==> config.mk <==
export PLATFORM = sky130hd
export DESIGN_NAME = sum_accumulator_flat
export DESIGN_NICKNAME = d
export VERILOG_FILES = /design/src/rtl/sum_accumulator_pkg.sv /design/src/rtl/sum_accumulator_if.sv /design/src/rtl/sum_accumulator_sum_extend.sv /design/src/rtl/sum_accumulator.sv /design/src/flat_wrapper.sv
export SDC_FILE = /design/constraint.sdc
export NUM_CORES = 1
export LEC_CHECK = 0
export CORE_MARGIN = 8
export CORE_UTILIZATION = 46
export CTS_BUF_LIST = sky130_fd_sc_hd__clkbuf_16
export CTS_CLUSTER_DIAMETER = 200
export DETAILED_ROUTE_END_ITERATION = 12
export GPL_TIMING_DRIVEN = 0
export PLACE_DENSITY = 0.72
export SKIP_LAST_GASP = 1
export SYNTH_ARGS = -nofsm -noshare
export SYNTH_HDL_FRONTEND = slang
export SYNTH_SLANG_ARGS = --single-unit
==> constraint.sdc <==
create_clock -name clk -period 6.5 [get_ports clk]
set_input_delay 1.3 -clock clk [delete_from_list [all_inputs] [get_ports clk]]
set_output_delay 1.3 -clock clk [all_outputs]
set_load 0.02 [all_outputs]
==> src/rtl/sum_accumulator_pkg.sv <==
// Shared types and helpers for consumers of the 6-bit ripple-carry adder.
// Holds the FSM state enum and the 7-bit result reconstruction function.
package adder_pkg;

    localparam int DATA_W_DEF = 6;

    typedef enum logic {
        ST_ACC,
        ST_DONE
    } state_e;

    // Rebuilds the exact DATA_W_DEF+1 bit result from sum/carry/overflow.
    function automatic logic [DATA_W_DEF:0] ext_sum(
        input logic [DATA_W_DEF-1:0] sum,
        input logic                  c_out,
        input logic                  overflow,
        input logic                  signed_mode
    );
        logic [DATA_W_DEF:0] r;
        if (signed_mode) begin
            if (overflow) begin
                r = {~sum[DATA_W_DEF-1], sum};
            end else begin
                r = {sum[DATA_W_DEF-1], sum};
            end
        end else begin
            r = {c_out, sum};
        end
        return r;
    endfunction

endpackage

==> src/rtl/sum_accumulator_if.sv <==
// Input and output handshakes of the adder-result accumulator.
// master drives samples and consumes totals; slave is the accumulator.
interface sum_accumulator_if #(
    parameter int DATA_W = 6,
    parameter int ACC_W  = 16
);

    logic              in_valid;
    logic              in_ready;
    logic [DATA_W-1:0] sum;
    logic              c_out;
    logic              overflow;
    logic              out_valid;
    logic              out_ready;
    logic [ACC_W-1:0]  acc_out;
    logic              out_sat;

    modport master (
        output in_valid,
        output sum,
        output c_out,
        output overflow,
        output out_ready,
        input  in_ready,
        input  out_valid,
        input  acc_out,
        input  out_sat
    );

    modport slave (
        input  in_valid,
        input  sum,
        input  c_out,
        input  overflow,
        input  out_ready,
        output in_ready,
        output out_valid,
        output acc_out,
        output out_sat
    );

endinterface

==> src/rtl/sum_accumulator_sum_extend.sv <==
// Combinational DATA_W to DATA_W+1 reconstruction of an adder result.
// Reusable by any consumer of the ripple-carry adder.
module sum_extend
    import adder_pkg::*;
#(
    parameter int DATA_W = DATA_W_DEF,
    parameter int SIGNED = 1
) (
    input  logic [DATA_W-1:0] sum_i,
    input  logic              c_out_i,
    input  logic              overflow_i,
    output logic [DATA_W:0]   ext_o
);

    if (DATA_W == DATA_W_DEF) begin : g_pkg
        assign ext_o = ext_sum(sum_i, c_out_i, overflow_i, SIGNED != 0);
    end else begin : g_gen
        always_comb begin
            ext_o = {c_out_i, sum_i};
            if (SIGNED != 0) begin
                // overflow means the sign bit of sum is the wrong one
                if (overflow_i) begin
                    ext_o = {~sum_i[DATA_W-1], sum_i};
                end else begin
                    ext_o = {sum_i[DATA_W-1], sum_i};
                end
            end
        end
    end

endmodule

==> src/rtl/sum_accumulator.sv <==
// Accumulates COUNT reconstructed adder results into an ACC_W block total.
// Define SUM_ACCUMULATOR_SAT_EN to clamp on range exit instead of wrapping.
module sum_accumulator
    import adder_pkg::*;
#(
    parameter int DATA_W = DATA_W_DEF,
    parameter int ACC_W  = 16,
    parameter int COUNT  = 8,
    parameter int SIGNED = 1
) (
    input  logic               clk,
    input  logic               rst_n,
    input  logic               clr,
    sum_accumulator_if.slave   bus,
    output logic               busy
);

    localparam int CNT_W = (COUNT > 1) ? $clog2(COUNT) : 1;
    localparam logic [CNT_W-1:0] CNT_LAST = CNT_W'(COUNT - 1);

    state_e             state_q, state_d;
    logic [ACC_W-1:0]   acc_q, acc_d;
    logic [CNT_W-1:0]   cnt_q, cnt_d;
    logic               sat_q, sat_d;
    logic               busy_q, busy_d;

    logic [DATA_W:0]    ext;
    logic [ACC_W:0]     e_x;
    logic [ACC_W:0]     a_x;
    logic [ACC_W:0]     s_x;
    logic               rng;
    logic [ACC_W-1:0]   acc_nx;
    logic               in_ready;
    logic               out_valid;
    logic               accept;

    sum_extend #(
        .DATA_W (DATA_W),
        .SIGNED (SIGNED)
    ) u_ext (
        .sum_i      (bus.sum),
        .c_out_i    (bus.c_out),
        .overflow_i (bus.overflow),
        .ext_o      (ext)
    );

    // One extra bit holds any acc + e exactly.
    always_comb begin
        if (SIGNED != 0) begin
            e_x = {{(ACC_W - DATA_W){ext[DATA_W]}}, ext};
            a_x = {acc_q[ACC_W-1], acc_q};
            s_x = a_x + e_x;
            rng = s_x[ACC_W] ^ s_x[ACC_W-1];
        end else begin
            e_x = {{(ACC_W - DATA_W){1'b0}}, ext};
            a_x = {1'b0, acc_q};
            s_x = a_x + e_x;
            rng = s_x[ACC_W];
        end
    end

`ifdef SUM_ACCUMULATOR_SAT_EN
    logic [ACC_W-1:0] sat_val;

    always_comb begin
        if (SIGNED != 0) begin
            sat_val = s_x[ACC_W] ? {1'b1, {(ACC_W-1){1'b0}}}
                                 : {1'b0, {(ACC_W-1){1'b1}}};
        end else begin
            sat_val = {ACC_W{1'b1}};
        end
        acc_nx = rng ? sat_val : s_x[ACC_W-1:0];
    end
`else
    assign acc_nx = s_x[ACC_W-1:0];
`endif

    assign in_ready  = (state_q == ST_ACC);
    assign out_valid = (state_q == ST_DONE);
    assign accept    = bus.in_valid && in_ready;

    always_comb begin
        state_d = state_q;
        acc_d   = acc_q;
        cnt_d   = cnt_q;
        sat_d   = sat_q;
        busy_d  = busy_q;
        if (clr) begin
            state_d = ST_ACC;
            acc_d   = '0;
            cnt_d   = '0;
            sat_d   = 1'b0;
            busy_d  = 1'b0;
        end else begin
            unique case (state_q)
                ST_ACC: begin
                    if (accept) begin
                        acc_d  = acc_nx;
                        sat_d  = sat_q | rng;
                        busy_d = 1'b1;
                        if (cnt_q == CNT_LAST) begin
                            cnt_d   = '0;
                            state_d = ST_DONE;
                        end else begin
                            cnt_d = cnt_q + 1'b1;
                        end
                    end
                end
                ST_DONE: begin
                    if (bus.out_ready) begin
                        acc_d   = '0;
                        sat_d   = 1'b0;
                        busy_d  = 1'b0;
                        state_d = ST_ACC;
                    end
                end
            endcase
        end
    end

    always_ff @(posedge clk) begin
        if (!rst_n) begin
            state_q <= ST_ACC;
            acc_q   <= '0;
            cnt_q   <= '0;
            sat_q   <= 1'b0;
            busy_q  <= 1'b0;
        end else begin
            state_q <= state_d;
            acc_q   <= acc_d;
            cnt_q   <= cnt_d;
            sat_q   <= sat_d;
            busy_q  <= busy_d;
        end
    end

    assign bus.in_ready  = in_ready;
    assign bus.out_valid = out_valid;
    assign bus.acc_out   = acc_q;
    assign bus.out_sat   = sat_q;
    assign busy          = busy_q;

endmodule

==> src/flat_wrapper.sv <==
// flat-port wrapper written by rule: the top's interface ports become plain ports
module sum_accumulator_flat import adder_pkg::*;
#(
    parameter int DATA_W = DATA_W_DEF,
    parameter int ACC_W  = 16,
    parameter int COUNT  = 8,
    parameter int SIGNED = 1
)
  (clk, rst_n, clr, busy, bus_in_valid, bus_sum, bus_c_out, bus_overflow, bus_out_ready, bus_in_ready, bus_out_valid, bus_acc_out, bus_out_sat);
  sum_accumulator_if #(.DATA_W(DATA_W), .ACC_W(ACC_W)) bus_i ();
  input  logic clk;
  input  logic rst_n;
  input  logic clr;
  output logic busy;
  input wire logic [$bits(bus_i.in_valid)-1:0] bus_in_valid;
  input wire logic [$bits(bus_i.sum)-1:0] bus_sum;
  input wire logic [$bits(bus_i.c_out)-1:0] bus_c_out;
  input wire logic [$bits(bus_i.overflow)-1:0] bus_overflow;
  input wire logic [$bits(bus_i.out_ready)-1:0] bus_out_ready;
  output wire logic [$bits(bus_i.in_ready)-1:0] bus_in_ready;
  output wire logic [$bits(bus_i.out_valid)-1:0] bus_out_valid;
  output wire logic [$bits(bus_i.acc_out)-1:0] bus_acc_out;
  output wire logic [$bits(bus_i.out_sat)-1:0] bus_out_sat;
  assign bus_i.in_valid = bus_in_valid;
  assign bus_i.sum = bus_sum;
  assign bus_i.c_out = bus_c_out;
  assign bus_i.overflow = bus_overflow;
  assign bus_i.out_ready = bus_out_ready;
  assign bus_in_ready = bus_i.in_ready;
  assign bus_out_valid = bus_i.out_valid;
  assign bus_acc_out = bus_i.acc_out;
  assign bus_out_sat = bus_i.out_sat;
  sum_accumulator #(.DATA_W(DATA_W), .ACC_W(ACC_W), .COUNT(COUNT), .SIGNED(SIGNED)) u_core (.clk(clk), .rst_n(rst_n), .clr(clr), .bus(bus_i), .busy(busy));
endmodule
==> flow_summary.yaml <==
yosys:
  synth-edff-count: 0
  avgSynthCellArea_um2: 8.56
  post_synthesis_share_of_cell_area_spent_on_full_adders_half_adders_and_majority_gates: 0.173
  ys_dominant_reg_cell: "sky130_fd_sc_hd__dfxtp_1"
  synth_compound_area_frac: 0.270
  synth_top_family_by_area: "compound AO/OA/AOI/OAI gates"
  mappedNetlistNets: 207
  synth_seq_cells: 22
  ys_seq_area_frac: 0.296
  simple_gate_share_of_the_synthesized_area: 0.145
  asyncSetResetFlopFracSynth: 0
  synth_xor_area_frac: 0.0941
  netlist_instances: 174
  synth.area.mux_share: 0
  yosysWarnings: 0
  yosys.cell_types.count: 35
  syn_area_um2: 1490
power:
  peakVddDrop_mv: 0.103
  cell_area_power_density_nw_per_um2: 201
  finalPower_w: 0.000389
  total_leakage_power_nw: 0.806
clocking:
  cts_num_sinks: 22
  cts.repair_timing.setup_buffer_count: 0
  clock_tree.htree_level_count: 1
  cts_bufs_inserted: 3
  postCtsResizedCells: 0
  clk_lat_worst_skew_ns: 0.26
  cts_root_buffer: "sky130_fd_sc_hd__clkbuf_16"
  cts_tree: "done"
  max-clock-path-buffers: 2
  cts_hold_repair.buffers: 0
  clk_transition_reported_paths_ns: 0.06
detailed_routing:
  post_drt_wl_per_cell_um: 13.8
  postRouteAntennaNets: 0
  avgViaCountPerCell: 5.41
  finalWirelength_mm: 3.48
  drc: 0
  drtIter0Drc: 49
  drt_first_pass_iters: 4
  route.vias.total: 1363
worst_setup_path:
  critical_path.slowest_cell: "sky130_fd_sc_hd__xor2_1"
  timing.critical_path.slowest_cell_delay_ns: 0.74
  worst-endpoint-required_ns: 6.64
  worstSetupPathType: "primary input to register"
  worst_setup_path_start_kind: "primary input"
  critPathBufInv: 1
  critPathCaptureType: "register"
  path_cells: "clkdlybuf4s50_1 > xor2_1 > ha_1 > nand2_2 > nor2_1 > a2111oi_4 > o21ai_2 > a221oi_2 > xor2_1 > o21ai_0"
  worst_path_dominant_cell_family: "compound AO/OA/AOI/OAI gates"
  worst_path_most_repeated_cell: "sky130_fd_sc_hd__xor2_1"
  timing.critical_path.fanout_max: 11
  crit_arrival_ns: 4.29
sta:
  worst-slew-pin-transition_ns: 0.927
  min_period_over_period: 0.638
  final.setup.tns_ns: 0
  rsz0062_at_grt: "no"
  relSlewSlack: 0.380
  setup_violations: 0
  finalHoldViolations: 0
  fin_worst_skew_ns: 0.00350
  slew_violations: 0
  achievable-frequency_mhz: 241
  final_period_minus_worst_setup_slack_ns: 4.15
die:
  die_h_um: 72.9
  top_level_ports: 33
  die_width_um: 72.9
  floorplan.die_area_um2: 5310
  design.core.area_um2: 3080
  starting_density: 0.484
  num_rows: 20
global_routing:
  antenna_found_initial: 0
  first_global_vias: 1405
  maximum_number_of_pins_on_one_net_before_global_route_repair: 12
  gr-usage-all-layers: 0.140
  grt_pass1_wl_mm: 5.92
  grt-ovfl-total: 0
run_status:
  run_status: "finished, final reports clean"
finish:
  final_common_cell: "sky130_fd_sc_hd__clkdlybuf4s50_1"
  layout-drive-gt1-share: 0.0529
  final_cell_mix: "sky130_fd_sc_hd__clkdlybuf4s50_1, sky130_fd_sc_hd__dfxtp_1, sky130_fd_sc_hd__nand2_1"
  diodes: 0
  fin_nets: 243
  flow.area_growth_from_synthesis_pct: 29.6
placement:
  port-buffer-count: 31
  place.gp.congestion: 0.855
  dpl.hpwl_mm: 2.73
hold_path:
  min_path_type: "register to register"
flow_run:
  drv.max_cap_violation_count: 0
[final cells by class]
type                       instances  area (um^2)
fill                             285         1150
buffer                             4         15.0
inverter                           5         18.8
clock buffer                       3         75.1
multi-input combinational        143         1010
sequential                        22          440
tap                               44         55.1
timing repair buffer              31          310
[report_power, final]
group          switching, W  internal (W)
registers        0.00000502      0.000141
logic             0.0000608     0.0000514
clock network     0.0000491     0.0000814
total              0.000115      0.000274
[routing by layer]
metal	up-vias	track usage	routed length, um
met2	28	0.254	1740
met5	-	0	0
met4	0	0.0600	61
met1	632	0.145	1520
met3	7	0.0398	155
li1	696	-	-
[Yosys cell counts, drive strengths merged, types with 2 or more instances]
cell type | count | area, um^2
dfxtp | 22 | 440
nand2 | 22 | 85.1
ha | 19 | 238
a21oi | 18 | 90.1
nor2 | 17 | 63.8
o21ai | 13 | 76.3
xnor2 | 11 | 96.3
a22oi | 8 | 60.1
a21o | 5 | 37.5
inv | 5 | 18.8
xor2 | 5 | 43.8
clkbuf | 4 | 15.0
a31oi | 3 | 18.8
a211oi | 2 | 20.0
nand2b | 2 | 12.5
nor2b | 2 | 12.5
nor3 | 2 | 15.0
o211ai | 2 | 15.0
[kinds of logic (layout without fill, tap and decap cells)]
logic type               count (synthesis)  after routing
XOR/XNOR                                16             16
AND/OR/NAND/NOR                         49             49
flip-flops                              22             22
buffers and inverters                    9             43
AO/OA/AOI/OAI                           58             58
adder cells (fa/ha/maj)                 20             20
[state kept, by name (all words and copies together) (netlist names)]
register and count:
u_core.cnt_q 3, u_core.bus.out_sat 1, u_core.busy 1, u_core.bus.out_valid 1
u_core.bus.acc_out 16
[per-stage QoR]
| stage | setup WS, ns | hold WS (ns) | instance area (um^2) | instances | utilization |
|---|---|---|---|---|---|
| final | 2.35 | 0.475 | 1930 | 252 | 0.627 |
| after global routing | 2.11 | 0.504 | 1930 | 252 | 0.627 |
| after CTS | 2.35 | 0.480 | 1930 | 252 | 0.627 |
| after detailed placement | 2.08 | 0.471 | 1850 | 249 | 0.602 |
| after global placement | 2.11 | 0.443 | 1850 | 249 | 0.602 |
| after floorplan | 2.99 | 0.436 | 1490 | 174 | - |
[final timing paths]
check | start | end | slack, ns | cells past startpoint
max | bus_sum[5] | u_core.bus.acc_out[13] | 2.35 | 10
min | u_core.bus.acc_out[15] | u_core.bus.acc_out[15] | 0.47 | 2
max reg2reg | u_core.bus.acc_out[0] | u_core.bus.acc_out[14] | 3.98 | 9
min reg2reg | u_core.bus.acc_out[15] | u_core.bus.acc_out[15] | 0.47 | 2
[tightest hold or removal path: cells and delay by family, from the launching register on]
family	cells	cell delay, ns
flip-flops	1	0.32
AO/OA/AOI/OAI	1	0.05
AND/OR/NAND/NOR	1	0.05
Note: power is estimated with default switching activity, not from simulation.
